`src/rtl/itlb_ctrl.sv`:
```
// itlb_ctrl: lookup/refill controller for the ITLB entry array.
// Keeps the VPN tags and valid bits, resolves hits, runs page-table walks on
// misses and writes the returned PTE into a victim entry.
// Optional build macro: ITLB_PERF_CNT_EN adds saturating hit/miss counters.
//
// state    | meaning
// IDLE     | ready for a new lookup
// CMP      | compare registered VPN against valid tags
// PTW_REQ  | presenting walk request, waiting for ready
// PTW_WAIT | walk in flight, waiting for response
// REFILL   | writing captured PTE into the victim entry
// RESP     | miss response, reading back the refilled entry
module itlb_ctrl #(
  parameter int ENTRY_NUM = 8,
  parameter int VPN_W     = 27,
  parameter int PTE_W     = 64
) (
  input  logic                 clk_i,
  input  logic                 rstn_i,
  input  logic                 lookup_valid_i,
  input  logic [VPN_W-1:0]     lookup_vpn_i,
  output logic                 lookup_ready_o,
  output logic                 resp_valid_o,
  output logic                 resp_hit_o,
  output logic                 resp_fault_o,
  output logic                 ptw_req_valid_o,
  input  logic                 ptw_req_ready_i,
  output logic [VPN_W-1:0]     ptw_req_vpn_o,
  input  logic                 ptw_resp_valid_i,
  input  logic [PTE_W-1:0]     ptw_resp_pte_i,
  input  logic                 ptw_resp_err_i,
  input  logic                 flush_i,
`ifdef ITLB_PERF_CNT_EN
  output logic [31:0]          perf_hit_cnt_o,
  output logic [31:0]          perf_miss_cnt_o,
`endif
  output logic [ENTRY_NUM-1:0] entry_rd_en_o,
  output logic [ENTRY_NUM-1:0] entry_wr_en_o,
  output logic [PTE_W-1:0]     entry_pte_wr_o
);

  localparam int IDX_W = (ENTRY_NUM > 1) ? $clog2(ENTRY_NUM) : 1;
  localparam logic [ENTRY_NUM-1:0] ONE = ENTRY_NUM'(1);
  localparam logic [IDX_W-1:0] LAST_IDX = IDX_W'(ENTRY_NUM - 1);

  typedef enum logic [2:0] {
    IDLE, CMP, PTW_REQ, PTW_WAIT, REFILL, RESP
  } state_t;

  state_t             state_q, state_d;
  logic               kill_q, kill_d;
  logic [VPN_W-1:0]   vpn_q;
  logic [PTE_W-1:0]   pte_q;
  logic [VPN_W-1:0]   tag_q [ENTRY_NUM];
  logic [ENTRY_NUM-1:0] valid_q;
  logic [IDX_W-1:0]   rr_q;
  logic [IDX_W-1:0]   victim_q;

  logic               hit;
  logic [IDX_W-1:0]   hit_idx;
  logic               has_inv;
  logic [IDX_W-1:0]   inv_idx;
  logic [IDX_W-1:0]   victim_idx;
  logic               latch_req;
  logic               latch_pte;
  logic               do_refill;

  // Tag match; descending scan leaves the lowest matching index.
  always_comb begin
    hit     = 1'b0;
    hit_idx = '0;
    for (int i = ENTRY_NUM - 1; i >= 0; i--) begin
      if (valid_q[i] && (tag_q[i] == vpn_q)) begin
        hit     = 1'b1;
        hit_idx = IDX_W'(i);
      end
    end
  end

  // Victim choice: lowest invalid entry, else the round-robin pointer.
  always_comb begin
    has_inv = 1'b0;
    inv_idx = '0;
    for (int i = ENTRY_NUM - 1; i >= 0; i--) begin
      if (!valid_q[i]) begin
        has_inv = 1'b1;
        inv_idx = IDX_W'(i);
      end
    end
    victim_idx = has_inv ? inv_idx : rr_q;
  end

  // Next-state and output decode.
  always_comb begin
    state_d         = state_q;
    kill_d          = kill_q;
    lookup_ready_o  = 1'b0;
    resp_valid_o    = 1'b0;
    resp_hit_o      = 1'b0;
    resp_fault_o    = 1'b0;
    ptw_req_valid_o = 1'b0;
    entry_rd_en_o   = '0;
    entry_wr_en_o   = '0;
    latch_req       = 1'b0;
    latch_pte       = 1'b0;
    do_refill       = 1'b0;
    case (state_q)
      IDLE: begin
        lookup_ready_o = !flush_i;
        if (lookup_valid_i && !flush_i) begin
          latch_req = 1'b1;
          state_d   = CMP;
        end
      end
      CMP: begin
        if (flush_i) begin
          state_d = IDLE;
        end else if (hit) begin
          entry_rd_en_o = ONE << hit_idx;
          resp_valid_o  = 1'b1;
          resp_hit_o    = 1'b1;
          state_d       = IDLE;
        end else begin
          state_d = PTW_REQ;
        end
      end
      PTW_REQ: begin
        ptw_req_valid_o = 1'b1;
        if (flush_i) kill_d = 1'b1;
        if (ptw_req_ready_i) state_d = PTW_WAIT;
      end
      PTW_WAIT: begin
        if (ptw_resp_valid_i) begin
          if (kill_q || flush_i) begin
            kill_d  = 1'b0;
            state_d = IDLE;
          end else if (ptw_resp_err_i) begin
            resp_valid_o = 1'b1;
            resp_fault_o = 1'b1;
            state_d      = IDLE;
          end else begin
            latch_pte = 1'b1;
            state_d   = REFILL;
          end
        end else if (flush_i) begin
          kill_d = 1'b1;
        end
      end
      REFILL: begin
        if (flush_i) begin
          state_d = IDLE;
        end else begin
          entry_wr_en_o = ONE << victim_idx;
          do_refill     = 1'b1;
          state_d       = RESP;
        end
      end
      RESP: begin
        if (!flush_i) begin
          entry_rd_en_o = ONE << victim_q;
          resp_valid_o  = 1'b1;
        end
        state_d = IDLE;
      end
      default: state_d = IDLE;
    endcase
  end

  assign ptw_req_vpn_o  = ptw_req_valid_o ? vpn_q : '0;
  assign entry_pte_wr_o = do_refill ? pte_q : '0;

  // Control state, request/PTE capture and victim bookkeeping.
  always_ff @(posedge clk_i or negedge rstn_i) begin
    if (!rstn_i) begin
      state_q  <= IDLE;
      kill_q   <= 1'b0;
      vpn_q    <= '0;
      pte_q    <= '0;
      rr_q     <= '0;
      victim_q <= '0;
    end else begin
      state_q <= state_d;
      kill_q  <= kill_d;
      if (latch_req) vpn_q <= lookup_vpn_i;
      if (latch_pte) pte_q <= ptw_resp_pte_i;
      if (do_refill) begin
        victim_q <= victim_idx;
        if (!has_inv) rr_q <= (rr_q == LAST_IDX) ? '0 : rr_q + IDX_W'(1);
      end
    end
  end

  // Tag and valid storage; flush clears valids but leaves the pointer alone.
  always_ff @(posedge clk_i or negedge rstn_i) begin
    if (!rstn_i) begin
      valid_q <= '0;
      for (int i = 0; i < ENTRY_NUM; i++) tag_q[i] <= '0;
    end else if (flush_i) begin
      valid_q <= '0;
    end else if (do_refill) begin
      valid_q[victim_idx] <= 1'b1;
      tag_q[victim_idx]   <= vpn_q;
    end
  end

`ifdef ITLB_PERF_CNT_EN
  logic hit_evt;
  logic miss_evt;
  assign hit_evt  = (state_q == CMP) && !flush_i && hit;
  assign miss_evt = (state_q == CMP) && !flush_i && !hit;

  // Saturating performance counters, untouched by flush.
  always_ff @(posedge clk_i or negedge rstn_i) begin
    if (!rstn_i) begin
      perf_hit_cnt_o  <= '0;
      perf_miss_cnt_o <= '0;
    end else begin
      if (hit_evt && (perf_hit_cnt_o != 32'hFFFF_FFFF))
        perf_hit_cnt_o <= perf_hit_cnt_o + 32'd1;
      if (miss_evt && (perf_miss_cnt_o != 32'hFFFF_FFFF))
        perf_miss_cnt_o <= perf_miss_cnt_o + 32'd1;
    end
  end
`endif

endmodule
```
`config.mk`:
```
export PLATFORM = sky130hd
export DESIGN_NAME = itlb_ctrl
export DESIGN_NICKNAME = d
export VERILOG_FILES = /design/src/rtl/itlb_ctrl.sv
export SDC_FILE = /design/constraint.sdc
export NUM_CORES = 1
export LEC_CHECK = 0
export ABC_AREA = 1
export CAP_MARGIN = 10
export CORE_MARGIN = 5
export CORE_UTILIZATION = 55
export CTS_CLUSTER_DIAMETER = 60
export DETAILED_ROUTE_END_ITERATION = 12
export GPL_ROUTABILITY_DRIVEN = 0
export PLACE_DENSITY = 0.76
export SLEW_MARGIN = 25
export SYNTH_ARGS = -nofsm -noshare
export SYNTH_HDL_FRONTEND = slang
export SYNTH_SLANG_ARGS = --single-unit
```
`constraint.sdc`:
```
create_clock -name clk_i -period 3.27 [get_ports clk_i]
set_input_delay 0.654 -clock clk_i [delete_from_list [all_inputs] [get_ports clk_i]]
set_output_delay 0.654 -clock clk_i [all_outputs]
set_load 0.03 [all_outputs]
```
== Yosys cells after proc, flatten, opt, wreduce, memory -nomap -nowiden ==
Index checks and enable logic that the tools add are counted.

* Flip-flop bits (word level): 325
* Bits of input ports: 98
* Logic and storage cells: 145

* $add $sub $neg: 1
* Magnitude comparators: 4
* Equality and inequality tests: 18
* Shifts and indexed selects: 3
* Muxes and demuxes: 80
* Bitwise gates (word level): 4
* Reductions and logical operators: 20

{| class="wikitable"
|+ Operators by type and width
! cell !! number
|-
| $bwmux 216 || 1
|-
| $eq 27x27->1 || 8
|-
| $demux 27 s3 || 1
|-
| $mux 3 || 24
|-
| $mux 64 || 1
|-
| $mux 8 || 7
|-
| $mux 27 || 2
|-
| $mux 1 || 37
|-
| $shl 1x3->8 const A || 3
|-
| $pmux 8 s2 || 1
|-
| $pmux 3 s5 || 1
|-
| $logic_and 1x1->1 || 11
|-
| $eq 3x3->1 const B || 3
|-
| $or 8x8->8 || 1
|-
| $eq 3x2->1 const B || 2
|-
| $ne 2x2->1 const B || 3
|-
| $reduce_and 2->1 || 3
|-
| $ge 4x4->1 const B || 1
|-
| $lt 3x4->1 const B || 1
|-
| $lt 4x1->1 const B || 1
|-
| $mux 2 || 2
|-
| $not 3->4 || 1
|-
| $reduce_bool 2->1 || 2
|-
| $add 3x1->3 const B || 1
|-
| other kinds (11) || 12
|}

== Logic depth before layout (Yosys ltp) ==
* Word-level depth: 16
* Depth in mapped cells: 19

== Worst setup path before layout ==
OpenSTA, ideal clock, no wires.

* Path kind: register to output
* From: register state_q[2]
* To: output port ptw_req_vpn_o[10]
* Arrival time: 1.980 ns
* Path slack: 0.636 ns
* Cell stages (with the launch flop): 8
* Buffers on the path: 2
* Cells stage by stage: dfrtp_1 -> nor2_1 -> inv_1 -> nor2_1 -> inv_1 -> clkbuf_1 -> clkbuf_1 -> nor2_1

* Word-level cells in the longest chain between the ends: 3

{| class="wikitable"
|+ Ends and longest elaborated chain
! element !! RTL line !! RTL
|-
| start: declaration || 50 || <nowiki>state_t state_q, state_d;</nowiki>
|-
| start signal: assignment || 182 || <nowiki>state_q <= state_d;</nowiki>
|-
| $eq 3x2->1 || 107 || <nowiki>case (state_q)</nowiki>
|-
| $mux 1 || 107 ||
|-
| named net ptw_req_valid_o || 26 || <nowiki>output logic ptw_req_valid_o,</nowiki>
|-
| $mux 27 || 169 || <nowiki>assign ptw_req_vpn_o = ptw_req_valid_o ? vpn_q : '0;</nowiki>
|-
| end: declaration || 28 || <nowiki>output logic [VPN_W-1:0] ptw_req_vpn_o,</nowiki>
|}

The timed path passes the listed nets, and every way through them passes these cells.

== Worst setup path after layout ==
* From: register vpn_q[14]
* To: output port entry_rd_en_o[1]

* Word-level cells in the longest chain between the ends: 14
* Elaborated cells between the ends (all ways): 36
* Those cells by class: eq/ne: 8; shift: 1; mux: 19; reduce/logical: 8

{| class="wikitable"
|+ Ends and longest elaborated chain
! element !! RTL line !! RTL
|-
| start: declaration || 52 || <nowiki>logic [VPN_W-1:0] vpn_q;</nowiki>
|-
| start signal: assignment || 184 || <nowiki>if (latch_req) vpn_q <= lookup_vpn_i;</nowiki>
|-
| $eq 27x27->1 || 73 || <nowiki>if (valid_q[i] && (tag_q[i] == vpn_q)) begin</nowiki>
|-
| $logic_and 1x1->1 || 73 ||
|-
| $mux 3 (8 in series) || 73 ||
|-
| $shl 1x3->8 || 119 || <nowiki>entry_rd_en_o = ONE << hit_idx;</nowiki>
|-
| $mux 8 * || 118 || <nowiki>end else if (hit) begin</nowiki>
|-
| $mux 8 * || 116 || <nowiki>if (flush_i) begin</nowiki>
|-
| $pmux 8 s2 * || 107 ||
|-
| end: declaration || 37 || <nowiki>output logic [ENTRY_NUM-1:0] entry_rd_en_o,</nowiki>
|}

Every way passes the cells marked *; elsewhere a longest branch is shown, timed or not.

==> qor.yml <==
floorplanning:
  start_util_pct: 55.9
  ios: 210
  core-area_um2: 33700
  dieArea_um2: 38100
  rows: 67
  fp.dieH_um: 195
  die_width_um: 195
yosys:
  seq_area_frac_synth_pct: 43.2
  synth-compound-area-share_pct: 12.2
  avgSynthCellArea_um2: 7.22
  synth-edff-count: 0
  synth_top_family_by_area: "simple AND/OR/NAND/NOR gates"
  synth_area_um2: 18800
  async_flop_share_pct: 100
  yosysWarnings: 0
  synth_top_area_cell: "dfrtp_1"
  synth_simple_gate_area_share_pct: 31.1
  synthMuxAreaShare_pct: 0
  ys.flop_type: "dfrtp_1"
  synth_top_area_share_pct: 43.2
  synth_cells: 2609
  synthXorXnorAreaFrac_pct: 2.46
  yosys-top-cells-area: "dfrtp_1 43%, nand2_1 16%, nor2_1 6.3%"
  synth_cell_types: 41
  synth_nets: 2709
  synthAdderAreaFrac_pct: 0.133
  ys_seq_elements: 325
sta:
  clock_skew_ns: 0.0116
  hold_ws_ns: 0.0544
  grt_setup_unrepaired: "yes"
  max_freq_mhz: 278
  slew_headroom_pct: 46.5
  setup_ws_ns: -0.326
  final.setup.tns_ns: -2.86
  min_period_over_period_pct: 110
  worst_slew_pin_slew_ns: 0.803
  setup_viol: 10
  hold_violations: 0
  period_needed_ns: 3.60
  slew_violations: 0
run_status:
  status: "finished, violations left"
  violations: "setup timing"
global_routing:
  grt_max_degree: 80
  antenna_found_initial: 0
  grt_pass1_vias: 18300
  grt_overflow_total: 0
  grt_usage_pct: 34.3
  grt_pass1_wl_um: 103000
final_layout:
  diodes: 0
  final_cell_mix: "791 x nand2_1, 318 x dfrtp_1, 294 x nor2_1, 281 x inv_1, 195 x o21ai_0"
  synthToLayoutAreaGrowth_pct: 24.1
  drive_gt1_share_pct: 20.7
  nNetsFinal: 2954
  finish.utilization_pct: 69.4
  final_common_cell: "nand2_1"
cts:
  clk-insertion-delay-late_ns: 0.55
  cts_buffers: 39
  clock-root-buffer: "clkbuf_16"
  cts_tree: "yes"
  clock_path_buffers: 3
  clk_pin_slew_ns: 0.06
  cts_max_level: 2
  numClockSinks: 325
setup_path:
  r2r_start: "valid_q[2]$_DFFE_PN0P_"
  crit_arrival_ns: 2.94
  crit_required_ns: 2.62
  timing.rr.end: "tag_q[30]$_DFFE_PN0P_"
  critical_path_class: "reg2out"
  r2r_cells: 10
  endpoint: "entry_rd_en_o[1]"
  startpoint: "vpn_q[14]$_DFFE_PN0P_"
  crit_path_end_kind: "output port"
  r2r_setup_slack_ns: 0.68
  critical_path.startpoint_type: "flop"
  cp_max_fo: 9
route:
  wl_per_cell_um: 20.0
  ant_nets: 0
  viasPerCell: 5.61
  drc: 0
  drtIter0Drc: 2384
  vias: 18700
  wl_um: 66600
  first_pass_iters: 8
place:
  dpl.hpwl_um: 47600
  io_buffer_count: 209
  pre_cts_slack_ns: 0.0793
hold_path:
  hp-class: "in2async"
power_and_ir_drop:
  p_leak_nw: 11.4
  ir_drop_v: 0.000496
  powerDensity_nw_per_um2: 727
  power_mw: 17.0
job:
  drv_cap: 0
==> cell families after synthesis <==
kind of cell	Yosys count
xor+xnor	53
buf+inv	456
compound gates	372
flops	325
fa+ha+maj	2
simple gates	1401
==> worst min-delay path by stage <==
stage | start | endpoint | cells after the start
floorplan | rstn_i | kill_q$_DFFE_PN0P_ | 0
global placement | tag_q[68]$_DFFE_PN0P_ | tag_q[68]$_DFFE_PN0P_ | 2
detailed placement | tag_q[131]$_DFFE_PN0P_ | tag_q[131]$_DFFE_PN0P_ | 2
finish | rstn_i | tag_q[7]$_DFFE_PN0P_ | 1
CTS | rstn_i | tag_q[7]$_DFFE_PN0P_ | 1
global route | rstn_i | tag_q[7]$_DFFE_PN0P_ | 1
==> cell type report <==
cell class / instances / area (um2)
multi-input cells: 1828 / 8990
inverters: 315 / 1230
clock buffers: 54 / 1140
flip-flops and latches: 325 / 8140
repair buffers: 345 / 3150
clock inverters: 16 / 166
well taps: 448 / 561
fillers: 2732 / 10300
==> synthesized netlist by cell type, types with 2 or more instances <==
| master | count |
|---|---|
| a21oi_1 | 37 |
| dfrtp_1 | 325 |
| nor2_4 | 3 |
| clkbuf_2 | 4 |
| o21ai_0 | 199 |
| and2_0 | 2 |
| nor3b_1 | 6 |
| clkbuf_1 | 47 |
| ha_1 | 2 |
| nand3b_1 | 8 |
| nand2_2 | 50 |
| nor2_1 | 318 |
| or2_1 | 4 |
| buf_6 | 33 |
| inv_2 | 24 |
| xnor2_1 | 33 |
| or2_2 | 19 |
| nand2_1 | 828 |
| nor2_2 | 4 |
| buf_4 | 18 |
| o21ai_2 | 108 |
| buf_2 | 26 |
| nand3_1 | 57 |
| nand4_1 | 76 |
| o21ai_1 | 22 |
| buf_1 | 13 |
| inv_1 | 290 |
| nor3_1 | 21 |
| xor2_1 | 20 |
==> where the power goes <==
group	switching, mW	internal [mW]
clock network	1.80	2.63
registers	0.431	4.71
logic	5.03	2.39
==> flip-flops by register name, summed over array words and instances (netlist names) <==
signal,count
kill_q,1
pte_q,64
rr_q,3
state_q,3
tag_q,216
valid_q,8
victim_q,3
vpn_q,27
==> per-stage QoR <==
| stage | instances | cell area, um2 |
|---|---|---|
| finish | 3331 | 23400 |
| global route | 3331 | 23400 |
| CTS | 3321 | 23000 |
| detailed placement | 3235 | 21400 |
| global placement | 3235 | 21400 |
| floorplan | 2609 | 18800 |
==> worst max-delay path, cell delays in order, from the launching register on <==
cell and delay, ns:
dfrtp_1 0.40, buf_4 0.23, nand2_1 0.16, nand2_1 0.07
inv_1 0.04, nand2_1 0.11, nor2_1 0.15, nand2_1 0.07
nor2_1 0.15, nand2_2 0.11, o21ai_4 0.10, nand3_2 0.15
nand2_2 0.09, nand2_2 0.08, buf_4 0.16, nand4_1 0.09
nand2_2 0.09, buf_12 0.15
==> layer usage <==
layer	wire length, um	global-route usage (%)	vias to the layer above
li1	-	-	8608
met4	4900	20.6	0
met2	30100	54.2	1183
met5	0	0	-
met3	7110	8.36	324
met1	24400	42.8	8583
==> repair_timing <==
item | in CTS | in global routing
gates cloned | 0 | 0
resized for setup | 70 | 101
hold buffers | 0 | 0
setup buffers | 16 | 10
setup endpoints to repair | 23 | 30
pin swaps | 11 | 23
Power figures use the tool's default switching activity.
